**src/rtl/fifo_wr_arbiter.sv**
```systemverilog
// fifo_wr_arbiter: round-robin burst arbiter for a shared fifo write port.
// Define FIFO_ARB_PRIO0_EN to give requester 0 strict priority at each arbitration.
module fifo_wr_arbiter #(
    parameter int N_REQ     = 4,
    parameter int D_WIDTH   = 8,
    parameter int MAX_BURST = 4
) (
    input  logic                       clk,
    input  logic                       rst,
    input  logic [N_REQ-1:0]           req,
    input  logic [N_REQ*D_WIDTH-1:0]   req_data,
    input  logic                       fifo_full,
    output logic [N_REQ-1:0]           ack,
    output logic                       fifo_wr,
    output logic [D_WIDTH-1:0]         fifo_w_data,
    output logic [$clog2(N_REQ)-1:0]   owner,
    output logic                       busy
);
    localparam int OW = $clog2(N_REQ);
    localparam int CW = $clog2(MAX_BURST) + 1;

    typedef enum logic {IDLE, BURST} state_t;

    state_t        fsm;
    logic [OW-1:0] rr_ptr, pick, idx, nxt;
    logic [CW-1:0] burst_cnt;
    logic          req_own, xfer, last;
    int            s;

    assign busy    = fsm == BURST;
    assign req_own = req[owner];
    assign xfer    = busy & req_own & ~fifo_full & rst;
    assign last    = burst_cnt == CW'(MAX_BURST - 1);
    assign fifo_wr = xfer;
    assign ack     = xfer ? N_REQ'(1) << owner : '0;
    assign nxt     = owner == OW'(N_REQ - 1) ? '0 : owner + 1'b1;

    // scan downward so the requester closest to rr_ptr wins
    always_comb begin
        pick = '0;
        idx  = '0;
        s    = 0;
        for (int k = N_REQ - 1; k >= 0; k--) begin
            s   = int'(rr_ptr) + k;
            s   = s >= N_REQ ? s - N_REQ : s;
            idx = OW'(s);
            pick = req[idx] ? idx : pick;
        end
`ifdef FIFO_ARB_PRIO0_EN
        pick = req[0] ? '0 : pick;
`endif
    end

    always_comb begin
        fifo_w_data = '0;
        for (int i = 0; i < N_REQ; i++)
            fifo_w_data = (busy && owner == OW'(i)) ? req_data[i*D_WIDTH +: D_WIDTH] : fifo_w_data;
    end

    always_ff @(posedge clk) begin
        if (!rst) begin
            fsm       <= IDLE;
            owner     <= '0;
            rr_ptr    <= '0;
            burst_cnt <= '0;
        end else if (fsm == IDLE) begin
            if (|req) begin
                fsm       <= BURST;
                owner     <= pick;
                burst_cnt <= '0;
            end
        end else begin
            if (xfer)
                burst_cnt <= burst_cnt + 1'b1;
            if (!req_own || (xfer && last)) begin
                fsm    <= IDLE;
                rr_ptr <= nxt;
            end
        end
    end
endmodule

```
**config.mk**
```make
export PLATFORM = sky130hd
export DESIGN_NAME = fifo_wr_arbiter
export DESIGN_NICKNAME = d
export VERILOG_FILES = /design/src/rtl/fifo_wr_arbiter.sv
export SDC_FILE = /design/constraint.sdc
export NUM_CORES = 1
export LEC_CHECK = 0
export BUFFER_PORTS_ARGS = -buffer_cell sky130_fd_sc_hd__buf_2
export CAP_MARGIN = 5
export CELL_PAD_IN_SITES_DETAIL_PLACEMENT = 1
export CELL_PAD_IN_SITES_GLOBAL_PLACEMENT = 2
export CORE_ASPECT_RATIO = 0.9
export CORE_MARGIN = 2
export CORE_UTILIZATION = 21
export DETAILED_ROUTE_END_ITERATION = 16
export GPL_TIMING_DRIVEN = 0
export PLACE_DENSITY_LB_ADDON = 0.1
export SLEW_MARGIN = 20
export SYNTH_ARGS = -nofsm -noshare
export SYNTH_HDL_FRONTEND = slang
export SYNTH_SLANG_ARGS = --single-unit
export TNS_END_PERCENT = 1
```
**constraint.sdc**
```tcl
create_clock -name clk -period 2.8 [get_ports clk]
set_input_delay 0.84 -clock clk [delete_from_list [all_inputs] [get_ports clk]]
set_output_delay 0.84 -clock clk [all_outputs]
set_load 0.05 [all_outputs]
```
==> results.py, run 1 <==
metrics = {
    "power_and_ir_drop": {
        "switching_share_pct": 39.2,
        "ir_worst_vdd_uv": 132,
        "p_int_mw": 0.317,
        "p_seq_share_pct": 25.9,
        "p_switching_mw": 0.205,
        "combinationalPowerShare_pct": 48.0,
        "p_leak_nw": 0.632,
        "power.share.clock_pct": 26.1,
        "p_per_area_nw_per_um2": 392,
    },
    "hold_path": {
        "hold_path_depth": 2,
        "hp-class": "flop to flop",
    },
    "synthesis": {
        "ys_seq_area_share_pct": 18.5,
        "synth-async-reset-ratio_pct": 0,
        "synth_top_area_share_pct": 18.5,
        "synthTopCellsByArea": "dfxtp_1 (18%), ha_1 (8.7%), a22o_1 (8.1%), and3b_1 (8.1%), mux2i_1 (6.9%)",
        "synth_ff_type": "dfxtp_1",
        "syn_nets": 156,
        "yosysWarnings": 0,
        "ys_ff_latch": 8,
        "synth-edff-count": 0,
        "ys_types": 30,
        "synth_top_area_cell": "dfxtp_1",
        "synthCells": 111,
        "avgSynthCellArea_sq_um": 7.80,
        "synthesis.area_sq_um": 866,
    },
    "timing": {
        "worst_pin_slew_ps": 482,
        "maxSlewViolCount": 0,
        "fin_crit_sh_pct": 97.7,
        "setup_violations": 0,
        "finClkSkew_ps": 2.98,
        "hold_violations": 0,
        "min_period_ps": 2740,
        "slew_headroom_pct": 67.5,
        "fmax_mhz": 366,
        "worst_slack_ps": 64.1,
        "rsz0062_at_grt": "true",
    },
    "route": {
        "drtIter0Drc": 19,
        "drc_errors": 0,
        "vias": 1022,
        "wirelength_um": 3070,
        "wl_per_cell_um": 14.1,
        "viasPerCell": 4.69,
        "first_pass_iters": 4,
        "ant_nets": 0,
    },
    "clocking": {
        "clk_path_buf_depth": 2,
        "cts-hold-fix-buffers": 0,
        "clk_pin_slew_ps": 40,
        "htree_levels": 1,
        "clock-sinks": 8,
        "root_buffer": "clkbuf_8",
        "clock_latency_ps": 230,
        "cts_tree": "done",
        "numCtsBuffers": 3,
    },
    "critical_path": {
        "cp_data_required_time_ps": 1960,
        "start_kind": "primary input",
        "reg2regPathDepth": 4,
        "crit_fanout": 6,
        "critPathCaptureType": "primary output",
        "worstPathArrival_ps": 1900,
        "crit_type": "primary input to primary output",
    },
    "layout": {
        "final_common_cell": "buf_2",
        "drive_gt1_share_pct": 44.7,
        "area_growth_pct": 53.8,
        "num_antenna_cells": 0,
        "layout_common_cells": "buf_2 (42), nand2_1 (15), buf_4 (11), a21oi_1 (9)",
        "post-route-util_pct": 33.1,
        "nFillCells": 504,
        "final_nets": 217,
        "final-seq-area_sq_um": 165,
        "multi_input_area_sq_um": 688,
    },
    "die": {
        "die_area_sq_um": 4650,
        "initial_core_util_pct": 21.5,
        "core_sq_um": 4020,
        "rows": 22,
        "io-pin-count": 55,
        "die_h_um": 64.9,
        "die_w_um": 71.7,
    },
    "global_route": {
        "first_global_vias": 1034,
        "grt_usage_pct": 13.6,
        "grt_pass1_wl_um": 5020,
        "gr-usage-met3_pct": 3.27,
        "met2_usage_pct": 21.6,
        "antenna_found_initial": 0,
        "grt_max_degree": 11,
        "grt_busiest_layer": "met2",
        "gr-total-overflow": 0,
        "grt_use_met1_pct": 18.5,
    },
    "flow_run": {
        "drv_cap": 0,
    },
    "placed_design": {
        "pre_cts_ws_ps": -241,
        "dp_hpwl_um": 2440,
        "io_buffers": 54,
        "gp_congestion": 0.706,
    },
    "run_status": {
        "status": "finished, final reports clean",
    },
}
[Yosys cell counts (all sizes together), types with 3 or more instances]
cell type	n
nand2	15
a21oi	9
o21ai	9
a22o	8
and3b	8
dfxtp	8
clkbuf	6
ha	6
mux2i	6
and2	5
inv	4
nor2	4
nor3b	3
[critical path, stage by stage]
cell and delay [ps]:
buf_2 100, nand3b_1 210, a211oi_4 360, and2_4 190, buf_4 190
[what timing repair did]
item | in CTS | in global routing
pin swaps | 1 | 0
gates resized for setup | 19 | 11
setup endpoints to repair | 13 | 12
buffers inserted | 1 | 1
[power groups by stage]
stage	combinational (mW)	clock [mW]	sequential (mW)
2_1_floorplan	0.149	0	0.147
3_3_place_gp	0.228	0	0.138
3_5_place_dp	0.232	0	0.138
4_1_cts	0.244	0.141	0.137
5_1_grt	0.273	0.152	0.137
6_report	0.250	0.136	0.135
[registers in the layout, indices dropped and copies added, names as in the netlist]
register and cells:
busy 1, owner 2, burst_cnt 3, rr_ptr 2
[per-stage QoR]
stage / instance area, sq um / power [mW] / hold WS, ps / cells / setup TNS [ps]
after floorplan: 872 / 0.296 / 443 / 111 / -2140
after global placement: 1200 / 0.366 / 458 / 213 / -1550
after detailed placement: 1200 / 0.370 / 469 / 213 / -1710
after CTS: 1290 / 0.521 / 475 / 217 / -14.8
after global routing: 1330 / 0.562 / 502 / 218 / -22.2
final: 1330 / 0.521 / 467 / 218 / 0
[kinds of logic (layout without fill, tap and decap cells)]
| family | after synthesis | in the layout | share of synthesized area [%] |
|---|---|---|---|
| and+or+nand+nor | 45 | 45 | 30.5 |
| AOI/OAI and AO/OA | 34 | 34 | 27.6 |
| buffers and inverters | 10 | 69 | 4.33 |
| muxes | 8 | 8 | 10.4 |
| DFF | 8 | 8 | 18.5 |
| adders and majority gates | 6 | 6 | 8.67 |
[path summary, 6_finish.rpt]
check	to	slack, ps	startpoint
worst max register to register	burst_cnt[1]	1120	busy
worst max-delay path	ack[1]	60	fifo_full
worst min register to register	burst_cnt[2]	470	burst_cnt[2]
worst min-delay path	burst_cnt[2]	470	burst_cnt[2]
[area by class of cell]
cell class / instances / area share (%)
repair buffers: 56 / 24.5
multi-input cells: 93 / 51.7
plain buffers: 6 / 2.63
well taps: 48 / 4.51
flip-flops and latches: 8 / 12.4
clock buffers: 3 / 3.10
inverters: 4 / 1.13
[per-layer routing]
metal  routed length, um  vias to the layer above
met3                 176                        4
met5                   0                        -
li1                    -                      521
met2                1460                       29
met1                1420                      468
met4                  21                        0
No activity file was read; power rests on OpenSTA's default activity.
==> run 2: changes to the inputs <==
--- a/config.mk
+++ b/config.mk
@@ -5,13 +5,14 @@
 export SDC_FILE = /design/constraint.sdc
 export NUM_CORES = 1
 export LEC_CHECK = 0
+export ABC_AREA = 1
 export BUFFER_PORTS_ARGS = -buffer_cell sky130_fd_sc_hd__buf_2
 export CAP_MARGIN = 5
 export CELL_PAD_IN_SITES_DETAIL_PLACEMENT = 1
 export CELL_PAD_IN_SITES_GLOBAL_PLACEMENT = 2
 export CORE_ASPECT_RATIO = 0.9
 export CORE_MARGIN = 2
-export CORE_UTILIZATION = 21
+export CORE_UTILIZATION = 20
 export DETAILED_ROUTE_END_ITERATION = 16
 export GPL_TIMING_DRIVEN = 0
 export PLACE_DENSITY_LB_ADDON = 0.1
==> results.py, run 2 <==
metrics = {
    "critical_path": {
        "critPathCaptureType": "primary output",
        "reg2regPathDepth": 9,
        "cp-startpoint": "req[2]",
        "crit_type": "primary input to primary output",
        "ff2ff_setup_slack_ps": 1480,
        "worstPathArrival_ps": 1830,
        "timing.rr.end": "owner[0]",
        "crit_fanout": 8,
        "start_kind": "primary input",
        "crit-reg2reg-launch": "rr_ptr[0]",
        "cp_data_required_time_ps": 1960,
    },
    "timing": {
        "worst_pin_slew_ps": 261,
        "min_period_ps": 2670,
        "hold_violations": 0,
        "setup_violations": 0,
        "finClkSkew_ps": 4.21,
        "rsz0062_at_grt": "true",
        "fin_crit_sh_pct": 95.5,
        "maxSlewViolCount": 0,
        "fmax_mhz": 374,
        "slew_headroom_pct": 82.6,
    },
    "synthesis": {
        "synth_ff_type": "dfxtp_1",
        "syn_nets": 200,
        "ys_types": 26,
        "synth_top_area_cell": "nand2_1",
        "synthTopCellsByArea": "nand2_1 (22%), dfxtp_1 (18%), nand3_1 (15%), ha_1 (8.2%), o211ai_1 (6.6%)",
        "synth-async-reset-ratio_pct": 0,
        "yosysWarnings": 0,
        "synth.most_common_cell": "nand2_1",
        "synthesis.area_sq_um": 912,
        "synth_top_area_share_pct": 22.2,
        "synthCells": 155,
        "ys_ff_latch": 8,
        "synthTopCellsByCount": "nand2_1 (54), nand3_1 (27), inv_1 (15), dfxtp_1 (8), o211ai_1 (8)",
        "avgSynthCellArea_sq_um": 5.88,
        "synth-edff-count": 0,
        "ys_seq_area_share_pct": 17.6,
    },
    "hold_path": {
        "hp-class": "flop to flop",
        "whs_endpoint": "burst_cnt[0]",
        "min_from": "burst_cnt[0]",
        "hold_path_depth": 1,
    },
    "layout": {
        "final_nets": 259,
        "drive_gt1_share_pct": 36.8,
        "regMostFlops": "burst_cnt",
        "post-route-util_pct": 30.5,
        "num_antenna_cells": 0,
        "area_growth_pct": 48.0,
        "layout_common_cells": "nand2_1 (53), buf_2 (47), nand3_1 (27), inv_1 (14), clkbuf_4 (9)",
        "top_regs": "burst_cnt (3), owner (2), rr_ptr (2)",
        "largest_register_ffs": 3,
        "final_cells": 274,
        "final_common_cell": "nand2_1",
    },
    "route": {
        "ant_nets": 0,
        "wirelength_um": 3450,
        "drc_errors": 0,
        "drtIter0Drc": 21,
        "viasPerCell": 4.43,
        "first_pass_iters": 4,
        "wl_per_cell_um": 12.6,
        "vias": 1215,
    },
    "placed_design": {
        "io_buffers": 54,
        "dpl.cell_count": 271,
        "gp_congestion": 0.788,
        "dp_hpwl_um": 2890,
    },
    "die": {
        "core_sq_um": 4430,
        "rows": 23,
        "die_area_sq_um": 5120,
        "die_h_um": 68.1,
        "io-pin-count": 55,
        "initial_core_util_pct": 20.6,
        "die_w_um": 75.2,
    },
    "run_status": {
        "status": "finished, final reports clean",
    },
    "clocking": {
        "htree_levels": 1,
        "clk_pin_slew_ps": 40,
        "clock_latency_ps": 230,
        "clock-sinks": 8,
        "root_buffer": "clkbuf_8",
        "numCtsBuffers": 3,
        "cts_tree": "done",
        "clk_path_buf_depth": 2,
    },
    "global_route": {
        "grt_max_degree": 11,
        "grt_usage_pct": 13.6,
        "antenna_found_initial": 0,
        "gr-total-overflow": 0,
        "grt_pass1_wl_um": 5400,
        "first_global_vias": 1202,
    },
    "power_and_ir_drop": {
        "p_leak_nw": 0.728,
        "ir_worst_vdd_uv": 243,
        "p_per_area_nw_per_um2": 585,
    },
    "flow_run": {
        "drv_cap": 0,
    },
}
run 2: changes by cell type in the layout (fill, tap and decap cells not counted), sizes merged, moves of 5 or more:
| cell | delta |
|---|---|
| a22o | -8 |
| and2 | -5 |
| and3b | -8 |
| buf | -8 |
| inv | +17 |
| mux2i | -5 |
| nand2 | +40 |
| nand3 | +26 |
| o211ai | +7 |
run 2: routing by layer:
metal,routed length (um),track usage (%),vias up
li1,-,-,626
met3,151,1.47,5
met5,0,0,-
met4,36,3.95,0
met1,1590,17.5,555
met2,1670,24.0,29
run 2: logic make-up after synthesis:
logic type | Yosys count | share of synthesized area [%]
compound gates | 21 | 15.2
xor+xnor | 1 | 0.960
fa+ha+maj | 6 | 8.23
buf+inv | 26 | 11.8
flops | 8 | 17.6
mux | 1 | 1.10
simple gates | 92 | 45.1
run 2: where the power goes:
group	internal (mW)	total, mW	switching [mW]	leakage, nW
clock	0.0932	0.140	0.0468	0.0216
sequential	0.130	0.151	0.0213	0.0663
combinational	0.164	0.499	0.335	0.640
run 2: how the worst max path moves through the flow:
stage | endpoint | slack (ps) | cells after the start
after floorplan | ack[0] | 30 | 6
after global placement | ack[1] | 90 | 8
after detailed placement | ack[1] | 80 | 8
after CTS | fifo_w_data[0] | 50 | 8
after global routing | ack[1] | -30 | 8
final | ack[1] | 130 | 8
run 2: stage by stage:
stage                     worst slack, ps  setup TNS, ps  hold slack [ps]  power, mW  cell area [sq um]
after floorplan                      25.4              0              434      0.496                915
after global placement               87.5              0              446      0.619               1260
after detailed placement             79.5              0              463      0.625               1260
after CTS                            46.8              0              469      0.788               1320
after global routing                -25.3          -25.3              505      0.862               1350
final                                 127              0              465      0.790               1350
run 2: cell type report:
cell class / instances / area (sq um)
plain buffers: 3 / 23.8
clock buffers: 3 / 41.3
fillers: 618 / 3080
inverters: 22 / 82.6
multi-input cells: 121 / 652
flip-flops and latches: 8 / 163
well taps: 62 / 77.6
repair buffers: 55 / 310
run 2: critical path, stage by stage:
cell      delay [ps]
buf_2             80
inv_1             60
o21ai_0          140
nand2_1          120
inv_1             80
nand2_2          120
nor2_1           140
clkbuf_4         240
run 2: timing repair:
item / 4_1_cts / 5_1_grt
hold buffers: 0 / 0
pin swaps: 1 / 0
setup buffers: 1 / 0
gates resized for setup: 1 / 13
setup endpoints to repair: 8 / 11
